**src/rtl/instr_fetch_unit.sv**
```systemverilog
// Instruction fetch unit: issues sequential program ROM reads and buffers the
// returned bytes, tagged with their addresses, in a first-word-fall-through
// prefetch FIFO for the decoder. A redirect flushes the FIFO and restarts
// fetching at a new address.
// Optional feature: define IFU_HALT_DETECT_EN to stop fetching after an 8'hFF
// (HLT) byte is pushed; a redirect resumes fetching.
module instr_fetch_unit #(
  parameter int unsigned ADDR_W   = 8,
  parameter int unsigned DEPTH    = 4,
  parameter int unsigned RESET_PC = 0
) (
  input  logic                     clk,
  input  logic                     rst,
  output logic                     mem_req,
  output logic [ADDR_W-1:0]        mem_addr,
  input  logic [7:0]               mem_rdata,
  output logic                     ins_valid,
  output logic [7:0]               ins_data,
  output logic [ADDR_W-1:0]        ins_pc,
  input  logic                     ins_ready,
  input  logic                     redirect,
  input  logic [ADDR_W-1:0]        redirect_pc,
  output logic [$clog2(DEPTH):0]   level,
  output logic                     halted
);

  localparam int unsigned PtrW = $clog2(DEPTH);
  localparam int unsigned LvlW = PtrW + 1;
  localparam logic [ADDR_W-1:0] ResetPc = ADDR_W'(RESET_PC);
  localparam logic [LvlW:0]     DepthW  = (LvlW + 1)'(DEPTH);

  logic [ADDR_W-1:0] r_fetch_pc;
  logic              r_inflight;
  logic [ADDR_W-1:0] r_resp_pc;
  logic [LvlW-1:0]   r_level;
  logic [PtrW-1:0]   r_wptr;
  logic [PtrW-1:0]   r_rptr;
  logic [7:0]        r_fifo_data [DEPTH];
  logic [ADDR_W-1:0] r_fifo_pc   [DEPTH];

  logic              w_push;
  logic              w_pop;
  logic              w_halted;
  logic [LvlW:0]     w_occ;

`ifdef IFU_HALT_DETECT_EN
  logic r_halted;

  // Halt once an HLT byte enters the FIFO; only a redirect resumes fetching.
  always_ff @(posedge clk or posedge rst) begin
    if (rst) begin
      r_halted <= 1'b0;
    end else if (redirect) begin
      r_halted <= 1'b0;
    end else if (w_push && (mem_rdata == 8'hFF)) begin
      r_halted <= 1'b1;
    end
  end

  assign w_halted = r_halted;
`else
  assign w_halted = 1'b0;
`endif

  // Occupancy counts the byte already on its way back so the FIFO never overflows.
  always_comb begin
    w_occ     = {1'b0, r_level} + {{LvlW{1'b0}}, r_inflight};
    mem_req   = ~rst & ~redirect & ~w_halted & (w_occ < DepthW);
    // The response that follows an HLT push, or that arrives during a flush, is dropped.
    w_push    = r_inflight & ~w_halted & ~redirect;
    ins_valid = (r_level != '0);
    w_pop     = ins_valid & ins_ready;
    ins_data  = r_fifo_data[r_rptr];
    ins_pc    = r_fifo_pc[r_rptr];
    mem_addr  = r_fetch_pc;
    level     = r_level;
    halted    = w_halted;
  end

  // Fetch address and in-flight tracking for the one-cycle ROM latency.
  always_ff @(posedge clk or posedge rst) begin
    if (rst) begin
      r_fetch_pc <= ResetPc;
      r_inflight <= 1'b0;
      r_resp_pc  <= ResetPc;
    end else begin
      r_inflight <= mem_req;
      if (mem_req) begin
        r_resp_pc <= r_fetch_pc;
      end
      if (redirect) begin
        r_fetch_pc <= redirect_pc;
      end else if (mem_req) begin
        r_fetch_pc <= r_fetch_pc + ADDR_W'(1);
      end
    end
  end

  // FIFO pointers and occupancy; a redirect empties the FIFO regardless of push/pop.
  always_ff @(posedge clk or posedge rst) begin
    if (rst) begin
      r_level <= '0;
      r_wptr  <= '0;
      r_rptr  <= '0;
    end else if (redirect) begin
      r_level <= '0;
      r_wptr  <= '0;
      r_rptr  <= '0;
    end else begin
      if (w_push) begin
        r_wptr <= r_wptr + PtrW'(1);
      end
      if (w_pop) begin
        r_rptr <= r_rptr + PtrW'(1);
      end
      if (w_push && !w_pop) begin
        r_level <= r_level + LvlW'(1);
      end else if (w_pop && !w_push) begin
        r_level <= r_level - LvlW'(1);
      end
    end
  end

  // FIFO storage; contents are only meaningful below the occupancy count.
  always_ff @(posedge clk) begin
    if (w_push) begin
      r_fifo_data[r_wptr] <= mem_rdata;
      r_fifo_pc[r_wptr]   <= r_resp_pc;
    end
  end

endmodule

```
**config.mk**
```make
export PLATFORM = sky130hd
export DESIGN_NAME = instr_fetch_unit
export DESIGN_NICKNAME = d
export VERILOG_FILES = /design/src/rtl/instr_fetch_unit.sv
export SDC_FILE = /design/constraint.sdc
export NUM_CORES = 1
export LEC_CHECK = 0
export CORE_UTILIZATION = 54
export DETAILED_ROUTE_END_ITERATION = 8
export HOLD_SLACK_MARGIN = 0.03
export PLACE_DENSITY = 0.79
export SETUP_SLACK_MARGIN = 0.3
export SLEW_MARGIN = 20
export SYNTH_ARGS = -nofsm -noshare
export SYNTH_HDL_FRONTEND = slang
export SYNTH_SLANG_ARGS = --single-unit
```
**constraint.sdc**
```tcl
create_clock -name clk -period 2.6 [get_ports clk]
set_input_delay 0.78 -clock clk [delete_from_list [all_inputs] [get_ports clk]]
set_output_delay 0.78 -clock clk [all_outputs]
set_load 0.02 [all_outputs]
```
# [Yosys cells after proc, flatten, opt, wreduce, memory -nomap -nowiden]
# Memory sizes are Yosys's and may differ from the RTL's.
# Index checks and enable logic that the tools add are counted.
[word_totals] register_bits=24 latchBits=0 output_inout_bits=30 memories=2 mem_bits_ro=0 mem_bits_rw=64 input_bits=20
[classes] bitwise=6 n_reduce_logical=9 n_div=0 multipliers=0 n_addsub=6 n_mux=11 magnitude_cmp=1 shifts=0 n_eq_ne=0
[mem_list] memory="r_fifo_data" depth=4 word_bits=8 rd=1 rd_clocked_by_memory_dff=0 wr=1 line="38" rtl="logic [7:0] r_fifo_data [DEPTH];"
[mem_list] memory="r_fifo_pc" depth=4 word_bits=8 rd=1 rd_clocked_by_memory_dff=0 wr=1 line="39" rtl="logic [ADDR_W-1:0] r_fifo_pc [DEPTH];"
[op_table] cell="8-bit 2-to-1 mux" count=2
[op_table] cell="3-bit 2-to-1 mux" count=3
[op_table] cell="8-bit by 1-bit adder with 8-bit output, second input constant" count=1
[op_table] cell="2-bit 2-to-1 mux" count=4
[op_table] cell="2-bit nonzero test" count=3
[op_table] cell="3-bit nonzero test" count=2
[op_table] cell="2-bit by 1-bit adder with 2-bit output, second input constant" count=2
[op_table] cell="3-bit by 1-bit adder with 4-bit output" count=1
[op_table] cell="1-bit AND" count=4
[op_table] cell="4-bit by 3-bit < comparator with 1-bit output, second input constant" count=1
[op_table] cell="3-bit by 1-bit adder with 3-bit output, second input constant" count=1
[op_table] cell="3-bit by 1-bit subtractor with 3-bit output, second input constant" count=1
[op_table] cell="1-bit logical AND" count=2
[op_table] cell="1-bit zero test" count=2
[op_table] cell="1-bit 2-to-1 mux" count=2
[op_table] cell="1-bit inverter" count=2

# [Longest topological paths before layout]
[depth] word_depth=7 depth_mapped=7 mapped_depth_nobuf=6

# [Worst setup path after synthesis]
# Ideal clock, no wire load.
[synth_timing] path_type="in2reg" startpoint="in redirect" endpoint="reg r_level[2] (netlist: level[2])" path_buffers=1 slack_ps=373 arrival_ps=2091 path_stages=7 cell_sequence="clkbuf_1 -> nor2b_1 -> and2_1 -> fa_1 -> and3b_1 -> o21ai_0 -> nor3b_1"
[synth_between] elab_chain_len=5 word_cells_on_any_way=8
[synth_lines] element="start: declaration" line="21" rtl="input logic redirect,"
[synth_lines] element="1-bit inverter" line="70" rtl="w_push = r_inflight & ~w_halted & ~redirect;"
[synth_lines] element="1-bit AND" line="70"
[synth_lines] element="1-bit logical AND / 1-bit zero test (equally long branches)" line="116, 118"
[synth_lines] element="3-bit 2-to-1 mux / 1-bit logical AND (equally long branches)" line="116, 118"
[synth_lines] element="3-bit 2-to-1 mux / 3-bit nonzero test (equally long branches)"
[synth_lines] element="end signal: assignment" line="117" rtl="r_level <= r_level + LvlW'(1);"
[synth_lines] element="end signal: assignment" line="119" rtl="r_level <= r_level - LvlW'(1);"
[synth_lines] element="end: declaration" line="35" rtl="logic [LvlW-1:0] r_level;"
# Several ways; a longest one is shown, not always the timed one.
# A chain may end at the register's enable or synchronous reset.

# [Final worst setup path]
[layout_timing] startpoint="reg r_rptr[0]" endpoint="out ins_pc[0]"
[layout_between] elab_chain_len=1
[layout_lines] element="start: declaration" line="37" rtl="logic [PtrW-1:0] r_rptr;"
[layout_lines] element="start signal: assignment" line="114" rtl="r_rptr <= r_rptr + PtrW'(1);"
[layout_lines] element="memory read 4 x 8 bit"
[layout_lines] element="end: declaration" line="19" rtl="output logic [ADDR_W-1:0] ins_pc,"
# Every way passes these cells.

==> flow_summary.json <==
{
  "dp_hpwl_mm": 4.10,
  "crit_type": "reg2out",
  "reg2reg_depth": 7,
  "htree_levels": 3,
  "grt_pass1_wl_mm": 10.6,
  "cts_sinks": 88,
  "start_util": 0.563,
  "holdPathStages": 0,
  "setup_ws_ns": 0.134,
  "dpl_cell_area_um2": 4290,
  "cts_buffers": 9,
  "fin_crit_sh": 0.948,
  "fin_crit_ns": 2.47,
  "synth_top_area_share": 0.534,
  "ys_seq_elements": 88,
  "regToRegSetupSlack_ns": 0.63,
  "synth-warning-count": 0,
  "synthTopCellsByArea": "edfxtp_1, dfrtp_1, mux4_2, nand2_1, ha_1",
  "grt_pass1_vias": 2107,
  "min_to": "r_fifo_pc[3][6]$_DFFE_PP_",
  "synth_adder_area_share": 0.0230,
  "tns_ns": 0,
  "crit_path_max_fanout": 6,
  "power_leakage_nw": 1.78,
  "synth_compound_area_frac": 0.0438,
  "syn-num-nets": 240,
  "hold_violations": 0,
  "synth_top_area_cell": "edfxtp_1",
  "r2r-start": "level[0]$_DFFE_PP0P_",
  "maxSlewViolCount": 0,
  "synth-edff-count": 64,
  "postRouteWirelength_mm": 6.38,
  "path_clk_slew_ns": 0.08,
  "io_pins": 50,
  "synthSimpleGateAreaFrac": 0.0939,
  "hold_start": "r_resp_pc[6]$_DFFE_PP0P_",
  "layout.nets": 314,
  "core_area_um2": 6390,
  "die-area_um2": 6990,
  "cts_tree": "built",
  "via_count": 2015,
  "wire_per_inst_um": 17.2,
  "gp_congestion": 0.774,
  "seq_area_frac_synth": 0.701,
  "ir_drop_v": 0.000694,
  "required_ns": 1.82,
  "die_h_um": 83.6,
  "cp-end-kind": "primary output",
  "async_flop_share": 0.273,
  "areaGrowthSynthToFinish_pct": 30.1,
  "root_buffer": "clkbuf_8",
  "cts.path.max_buffers": 2,
  "synth.distinct_cells": 39,
  "drtPass1Iterations": 4,
  "drive_gt1_frac": 0.297,
  "status": "complete, no violations",
  "rows": 29,
  "io_buffers": 48,
  "ant_nets": 0,
  "rsz0062_at_grt": "yes",
  "cp.arrival_ns": 1.69,
  "syn_area_um2": 3600,
  "setup_viol": 0,
  "synthMuxAreaShare": 0.103,
  "track_usage": 0.204,
  "r2r_end": "level[2]$_DFFE_PP0P_",
  "holdBufCountCts": 0,
  "fin_area_um2": 4680,
  "avgSynthCellArea_um2": 16.8,
  "ys.flop_type": "edfxtp_1",
  "synth_xor_area_frac": 0.0122,
  "drc": 0,
  "synth_top_family_by_area": "multiplexers",
  "dieWidth_um": 83.6,
  "globalRoute.totalOverflow": 0,
  "clk_latency_ns": 0.35,
  "critPathLaunchType": "flop",
  "dpl_worst_slack_ns": -0.300,
  "antenna_cells": 0,
  "drv_cap": 0,
  "drtIter0Drc": 122,
  "power.density_nw_per_um2": 946,
  "skew_ns": 0.00834,
  "antenna_found_initial": 0,
  "viasPerCell": 5.45,
  "max_clock_freq_mhz": 406,
  "grt_max_degree": 25,
  "syn_inst": 214,
  "hp-class": "reg2reg"
}
==> power breakdown <==
part	internal [mW]	switching (mW)
registers	1.71	0.166
logic	0.797	0.666
clock network	0.635	0.448
total	3.15	1.28
==> kinds of logic (layout without fill, tap and decap cells) <==
kind of cell | Yosys count | in the layout
multiplexers | 17 | 17
flip-flops | 88 | 88
buffers and inverters | 16 | 95
other | 1 | 1
AND/OR/NAND/NOR | 63 | 63
AO/OA/AOI/OAI | 18 | 18
adder cells (fa/ha/maj) | 6 | 6
XOR/XNOR | 5 | 5
==> Yosys cell counts, drive strengths merged, types with 2 or more instances <==
cell type and count:
buf 8, mux4 16, and2 6, ha 5, a31oi 2, xnor2 3, nand2 28, a21o 3
nor3b 4, clkbuf 2, inv 6, edfxtp 64, o21ai 2, nand3 5, and3 2, dfrtp 24
xor2 2, nor2 8, nor3 5, a221o 6
==> worst max path at each step <==
stage | from | end | slack [ns] | cells after the start
after floorplan | redirect | level[2]$_DFFE_PP0P_ | 0.37 | 7
after global placement | rst | mem_req | -0.30 | 5
after detailed placement | rst | mem_req | -0.30 | 5
after CTS | r_rptr[0]$_DFFE_PP0P_ | ins_pc[6] | 0.10 | 4
after global routing | rst | mem_req | 0.07 | 5
final | r_rptr[0]$_DFFE_PP0P_ | ins_pc[0] | 0.13 | 4
==> worst max-delay path: stages, from the launching register on <==
cell,delay (ns)
dfrtp_2,0.43
buf_6,0.13
buf_16,0.12
mux4_2,0.52
buf_6,0.15
==> through the flow <==
step	power, mW	instances	hold WS (ns)	utilization
2_1_floorplan	2.65	214	0.476	-
3_3_place_gp	3.16	342	0.492	0.672
3_5_place_dp	3.20	342	0.511	0.672
4_1_cts	4.45	366	0.516	0.727
5_1_grt	4.64	370	0.545	0.733
6_report	4.43	370	0.514	0.733
==> registers in the layout, indices dropped and copies added, names as in the netlist <==
name and cells:
r_rptr 2, r_wptr 2, r_fifo_data 32, r_resp_pc 8, level 3, r_inflight 1
r_fifo_pc 32, mem_addr 8
==> layout make-up <==
cell class | instances | area, um^2
Clock buffer | 10 | 128
Clock inverter | 6 | 108
Fill cell | 398 | 1710
Inverter | 6 | 25.0
Multi-Input combinational cell | 110 | 1010
Sequential cell | 88 | 2530
Tap cell | 77 | 96.3
Timing Repair Buffer | 73 | 787
==> what timing repair did <==
| action | 4_1_cts | 5_1_grt |
|---|---|---|
| endpoints found under the setup margin | 22 | 20 |
| setup buffers | 6 | 4 |
| pin swaps | 1 | 1 |
| gates resized for setup | 110 | 7 |
| gates cloned | 2 | 0 |
==> metal layers <==
| layer | track usage | part of all wire | up-vias |
|---|---|---|---|
| li1 | - | - | 954 |
| met1 | 0.261 | 0.42 | 978 |
| met2 | 0.341 | 0.51 | 75 |
| met3 | 0.0504 | 0.058 | 8 |
| met4 | 0.0740 | 0.012 | 0 |
| met5 | 0 | 0 | - |
==> placed cells by master, fill, tap and decap left out, types with 4 or more instances in the layout <==
| cell type | Yosys | final |
|---|---|---|
| a221o_1 | 6 | 6 |
| and2_1 | 6 | 6 |
| buf_12 | 0 | 6 |
| buf_4 | 3 | 14 |
| buf_6 | 0 | 19 |
| clkbuf_8 | 0 | 9 |
| clkdlybuf4s50_1 | 0 | 28 |
| dfrtp_1 | 24 | 20 |
| dfrtp_2 | 0 | 4 |
| edfxtp_1 | 64 | 64 |
| ha_1 | 5 | 5 |
| inv_1 | 5 | 5 |
| mux4_2 | 16 | 16 |
| nand2_1 | 28 | 28 |
| nand3_1 | 4 | 4 |
| nor2_1 | 7 | 7 |
No activity file was read; power rests on OpenSTA's default activity.
